==> config.mk <==
export PLATFORM = sky130hd
export DESIGN_NAME = mult_div_unit
export DESIGN_NICKNAME = d
export VERILOG_FILES = /design/src/rtl/mult_div_unit.sv
export SDC_FILE = /design/constraint.sdc
export NUM_CORES = 1
export LEC_CHECK = 0
export ABC_CLOCK_PERIOD_IN_PS = 5950
export BUFFER_PORTS_ARGS = -buffer_cell sky130_fd_sc_hd__buf_2
export CAP_MARGIN = 30
export CORE_AREA = 2 2 208 210
export DETAILED_ROUTE_END_ITERATION = 12
export DIE_AREA = 0 0 210 212
export GPL_TIMING_DRIVEN = 1
export HOLD_SLACK_MARGIN = 0.03
export PLACE_DENSITY = 0.59
export SYNTH_ARGS = -nofsm -noshare
export SYNTH_HDL_FRONTEND = slang
export SYNTH_SLANG_ARGS = --single-unit
==> constraint.sdc <==
create_clock -name clk -period 5.95 [get_ports clk]
set_input_delay 1.19 -clock clk [delete_from_list [all_inputs] [get_ports clk]]
set_output_delay 1.19 -clock clk [all_outputs]
set_load 0.01 [all_outputs]
==> src/rtl/mult_div_unit.sv <==
// rtl/mult_div_unit.sv - iterative MULT/MULTU/DIV/DIVU unit feeding the HI/LO registers
module mult_div_unit #(
    parameter int width = 32
) (
    input  logic             clk,
    input  logic             reset,
    input  logic             start,
    input  logic [1:0]       op,
    input  logic [width-1:0] a,
    input  logic [width-1:0] b,
    output logic             busy,
    output logic             done,
    output logic [width-1:0] hi,
    output logic [width-1:0] lo,
    output logic             div_by_zero
);

    typedef enum logic [1:0] {IDLE, RUN, FIN} state_t;
    localparam int cw = $clog2(width + 1);

    state_t             state, state_nx;
    logic [1:0]         op_r;
    logic               sa, sb;
    logic [width-1:0]   ma, mb;
    logic [cw-1:0]      cnt;
    logic [2*width-1:0] acc;

    logic               a_neg, b_neg;
    logic [width-1:0]   a_mag, b_mag, a_raw;
    logic [width:0]     mul_sum, div_trial;
    logic [2*width-1:0] prod_fix;
    logic [width-1:0]   q_fix, r_fix;

    always_ff @(posedge clk) begin
        if (reset) state <= IDLE;
        else       state <= state_nx;
    end

    always_comb begin
        state_nx = state;
        case (state)
            IDLE:    if (start) state_nx = RUN;
            RUN:     if (cnt == cw'(width - 1)) state_nx = FIN;
            FIN:     state_nx = IDLE;
            default: state_nx = IDLE;
        endcase
    end

    assign busy = (state != IDLE);

    // op[0]=0 selects the signed variants
    assign a_neg = ~op[0] & a[width-1];
    assign b_neg = ~op[0] & b[width-1];
    assign a_mag = a_neg ? -a : a;
    assign b_mag = b_neg ? -b : b;
    assign a_raw = sa ? -ma : ma;

    // Multiply: add multiplicand into the upper half, then shift the whole accumulator right
    assign mul_sum   = {1'b0, acc[2*width-1:width]} + (mb[0] ? {1'b0, ma} : '0);
    // Divide: upper half is the partial remainder, lower half shifts dividend out and quotient in
    assign div_trial = acc[2*width-1:width-1] - {1'b0, mb};

    assign prod_fix = (~op_r[0] & (sa ^ sb)) ? -acc : acc;
    assign q_fix    = (~op_r[0] & (sa ^ sb)) ? -acc[width-1:0] : acc[width-1:0];
    assign r_fix    = (~op_r[0] & sa) ? -acc[2*width-1:width] : acc[2*width-1:width];

    always_ff @(posedge clk) begin
        if (reset) begin
            op_r        <= '0;
            sa          <= 1'b0;
            sb          <= 1'b0;
            ma          <= '0;
            mb          <= '0;
            cnt         <= '0;
            acc         <= '0;
            hi          <= '0;
            lo          <= '0;
            done        <= 1'b0;
            div_by_zero <= 1'b0;
        end else begin
            done        <= 1'b0;
            div_by_zero <= 1'b0;
            case (state)
                IDLE: begin
                    if (start) begin
                        op_r <= op;
                        sa   <= a_neg;
                        sb   <= b_neg;
                        ma   <= a_mag;
                        mb   <= b_mag;
                        cnt  <= '0;
                        acc  <= op[1] ? {{width{1'b0}}, a_mag} : '0;
                    end
                end
                RUN: begin
                    cnt <= cnt + 1'b1;
                    if (op_r[1]) begin
                        if (!div_trial[width])
                            acc <= {div_trial[width-1:0], acc[width-2:0], 1'b1};
                        else
                            acc <= {acc[2*width-2:0], 1'b0};
                    end else begin
                        acc <= {mul_sum, acc[width-1:1]};
                        mb  <= mb >> 1;
                    end
                end
                FIN: begin
                    done <= 1'b1;
                    if (op_r[1]) begin
                        if (mb == '0) begin
                            lo          <= '1;
                            hi          <= a_raw;
                            div_by_zero <= 1'b1;
                        end else begin
                            lo <= q_fix;
                            hi <= r_fix;
                        end
                    end else begin
                        hi <= prod_fix[2*width-1:width];
                        lo <= prod_fix[width-1:0];
                    end
                end
                default: ;
            endcase
        end
    end

endmodule
[Word level (Yosys, flattened, before mapping)]
Cells that the tools add are included.
Operators by class
  mux-type cells: 26
  add/sub/neg operators: 9
  reductions and logical operators: 9
  bitwise logic cells: 9
  equality and inequality tests: 6
Operators by type and width (count)
  $mux W32: 13
  $mux W64: 4
  $neg A32 Y32: 5
  $pmux W64 S2: 1
  $neg A64 Y64: 1
  $pmux W32 S2: 1
  $add A32 B32 Y33: 1
  $sub A33 B32 Y33: 1
  $logic_not A32 Y1: 1
  $pmux W6 S2: 1
  $add A6 B1 Y6 const B: 1
  $eq A6 B5 Y1 const B: 1
  $mux W6: 1
  $ne A2 B2 Y1 const B: 3
  $reduce_and A2 Y1: 3
  $and A1 B1 Y1: 4
  $mux W2: 2
  $not A1 Y1: 4
  $pmux W2 S2: 1
  $reduce_bool A2 Y1: 2
  $reduce_and A3 Y1: 1
  $reduce_or A3 Y1: 1
  $eq A2 B1 Y1 const B: 1
  $eq A2 B2 Y1 const B: 1
  other kinds (3): 4
Word-level totals
  flip-flop bits (word level): 206
  input bits: 69
  word-level logic and storage cells: 71
  output and inout port bits: 67

[Logic depth before layout (Yosys ltp)]
  depth in word-level cells: 6
  depth in mapped cells: 14
  depth with buffers taken out: 13

[Worst setup path after synthesis]
Ideal clock, no wire load.
  kind: input-to-reg
  start point: input a[13]
  end point: register acc[28]
  library setup time: 0.078 ns
  data required time: 5.872 ns
  setup slack: 2.388 ns
  arrival: 3.484 ns
  cell stages on the path: 9
  buffers on the path: 0
  cell sequence: or4_1 -> nor4_1 -> or4b_1 -> nor3_1 -> nand2_1 -> o21ai_0 -> xnor2_1 -> a21oi_1 -> nor3_1
Between the ends
  longest elaborated chain between the ends: 5
Ends and longest elaborated chain
  start, declared: RTL line 9  | input logic [width-1:0] a,
  $neg A32 Y32: RTL line 54  | assign a_mag = a_neg ? -a : a;
  $mux W32: RTL line 54
  $mux W32: RTL line 92  | acc <= op[1] ? {{width{1'b0}}, a_mag} : '0;
  $mux W64: RTL line 85  | if (start) begin
  $pmux W64 S2: RTL line 83  | case (state)
  end signal, assigned: RTL line 92
  end signal, assigned: RTL line 99  | acc <= {div_trial[width-1:0], acc[width-2:0], 1'b1};
  end signal, assigned: RTL line 101  | acc <= {acc[2*width-2:0], 1'b0};
  end, declared: RTL line 26  | logic [2*width-1:0] acc;
No other way between the ends. The select of a mux whose other input is x is not followed.
A chain may end at the register's enable or synchronous reset.

[Worst setup path in the final report]
  start point: register mb[0]
  end point: register acc[0]
Between the ends
  longest elaborated chain between the ends: 4
Ends and longest elaborated chain
  start, declared: RTL line 24  | logic [width-1:0] ma, mb;
  start signal, assigned: RTL line 90  | mb <= b_mag;
  start signal, assigned: RTL line 104  | mb <= mb >> 1;
  $sub A33 B32 Y33: RTL line 61  | assign div_trial = acc[2*width-1:width-1] - {1'b0, mb};
  $mux W64: RTL line 98  | if (!div_trial[width])
  $mux W64: RTL line 97  | if (op_r[1]) begin
  $pmux W64 S2: RTL line 83
  end signal, assigned: RTL line 99
  end signal, assigned: RTL line 101
  end signal, assigned: RTL line 103  | acc <= {mul_sum, acc[width-1:1]};
No other way between the ends.

==> qor.yml <==
drive_above_1_share_pct: 10.3
grt-ovfl-total: 0
track_usage_pct: 25.3
endpoint_kind: "flop"
ys_types: 81
grt_util_met1_pct: 34.1
hold_buffers: 0
postSynthCellCount: 2305
first_pass_iters: 5
globalRoute.busiestLayer: "met2"
post-dp-hpwl_mm: 42.6
grt_pass1_wl_mm: 90.2
ys_seq_area_share_pct: 24.6
cts_buffers: 26
setup_ws_ps: 1510
r2r_start: "mb[0]"
gp_congestion: 0.920
crit_chain: "ha_1, fa_1, nor2b_1, o31ai_1, a311o_1, a31oi_1, o211a_1, o31a_1, nor2_4, mux2i_1, a2111oi_0"
leakage_nw: 7.46
setup_tns_ps: 0
cts_tree: "done"
placed_area_um2: 17700
yosysTopAreaCell: "dfxtp_1"
io_buffers: 135
hold_start: "hi[5]"
synth_edf_count: 0
die_h_um: 212
antenna_left: 0
final_area_um2: 18700
cp.required_ps: 6400
final_common_cell: "a21oi_1"
final_nets: 2461
syn_avg_cell_area_um2: 7.28
cap_violations: 0
fmax_mhz: 225
cpPeakStageDelay_ps: 910
cellPowerDensity_nw_per_um2: 248
max_slew_margin_pct: 34.3
ctsLongestPathBuffers: 3
finalClockSkew_ps: 15.0
dr_total_vias: 17046
ioPinCount: 136
crit_fanout: 35
antenna_found_initial: 0
worstPathArrival_ps: 4890
hold_violations: 0
cts_resized: 0
cp_slowest_cell: "dfxtp_1"
fp-row-count: 76
cts_htree_levels: 1
die_width_um: 210
crit_type: "reg2reg"
route.detailed.drc: 0
dieArea_um2: 44500
place_ws_ps: 1540
core_area_um2: 42500
power.total_mw: 4.64
synth_area_um2: 16800
async_flop_share_pct: 0
clkSinkCount: 206
layout_common_cells: "a21oi_1, nor2_1, dfxtp_1"
rsz0062_at_grt: "false"
drt_iter0_drc: 1381
worstSkewPairLatency_ps: 560
hold_path.class: "reg2reg"
drt-total-wl_mm: 57.4
ys_seq_elements: 206
fin_crit_ps: 4440
via_per_inst: 5.91
cts-root-buf: "clkbuf_16"
ys.warnings.count: 0
setup_viol: 0
slew_viol_final: 0
ir_worst_vdd_mv: 0.209
crit_start: "mb[0]"
synth_nets: 2446
synth_ff_type: "dfxtp_1"
grt_max_degree: 68
status: "finished, final reports clean"
use_met3_pct: 3.87
hold_ws_ps: 452
final_min_period_over_clock_period_pct: 74.6
grtUsageMet2_pct: 41.7
initial_utilization_pct: 39.5
antenna_cells: 0
yosys-top-cells-area: "dfxtp_1, a21oi_1, xnor2_1, nor2_1, xor2_1"
postCtsSetupRepairBufs: 0
worst_pin_slew_ps: 985
grt_pass1_vias: 15964
cts.clk_slew.worst_paths_ps: 60
start_kind: "flop"
synth_top_area_share_pct: 24.6
wl_per_cell_um: 19.9
syn_to_final_growth_pct: 11.2
## layout make-up
type	instances	area, µm²
clock buffer	35	736
clock inverter	12	193
fill	4355	23800
inverter	63	236
multi-input combinational	1861	11800
sequential	206	4130
tap	546	683
timing repair buffer	162	893
## final timing paths
check | depth (start not counted) | endpoint | slack (ps)
min reg2reg | 2 | hi[5] | 450
max reg2reg | 11 | acc[0] | 1510
max | 11 | acc[0] | 1510
min | 2 | hi[5] | 450
## stage by stage
step / utilization, % / instances
2_1_floorplan: - / 2305
3_3_place_gp: 41.6 / 2835
3_5_place_dp: 41.7 / 2838
4_1_cts: 43.9 / 2885
5_1_grt: 43.9 / 2885
6_report: 43.9 / 2885
## synthesized netlist by cell type, types with 20 or more instances
cell type	instances
a21oi_1	274
nor2_1	267
dfxtp_1	206
nand2_1	169
clkbuf_1	151
o21ai_0	140
xnor2_1	122
xor2_1	108
nor3_1	93
ha_1	70
a211oi_1	66
inv_1	62
mux2i_1	56
o211ai_1	44
and2_1	41
nor4_1	32
nand3_1	31
a21o_1	30
o31ai_1	23
a22oi_1	22
nor2b_1	22
or3_1	22
nand4_1	20
## kinds of logic after synthesis
kind of cell | count (synthesis) | synth area share [%]
multiplexers | 58 | 3.47
AO/OA/AOI/OAI | 716 | 26.4
buffers and inverters | 238 | 5.41
flip-flops | 206 | 24.6
AND/OR/NAND/NOR | 785 | 22.7
XOR/XNOR | 230 | 12.0
adder cells (fa/ha/maj) | 72 | 5.46
## critical path, delay by kind of cell, from the launching register on
kind / cells / cell delay (ps)
fa+ha+maj: 2 / 530
flops: 1 / 910
compound gates: 6 / 1880
mux: 1 / 150
simple gates: 2 / 850
## power breakdown
| group | switching [mW] | internal (mW) |
|---|---|---|
| clock network | 0.659 | 1.08 |
| logic | 0.783 | 0.498 |
| registers | 0.162 | 1.46 |
## flip-flops by register name, summed over array words and instances (netlist names)
signal / count
cnt: 6
lo: 32
mb: 32
sb: 1
div_by_zero: 1
done: 1
op_r: 2
acc: 64
ma: 32
state: 2
hi: 32
sa: 1
## routing by layer
metal | up-vias | wire (µm)
li1 | 8290 | -
met1 | 8168 | 26200
met2 | 497 | 26000
met3 | 91 | 3500
met4 | 0 | 1720
met5 | - | 0
No activity file was read; power rests on OpenSTA's default activity.
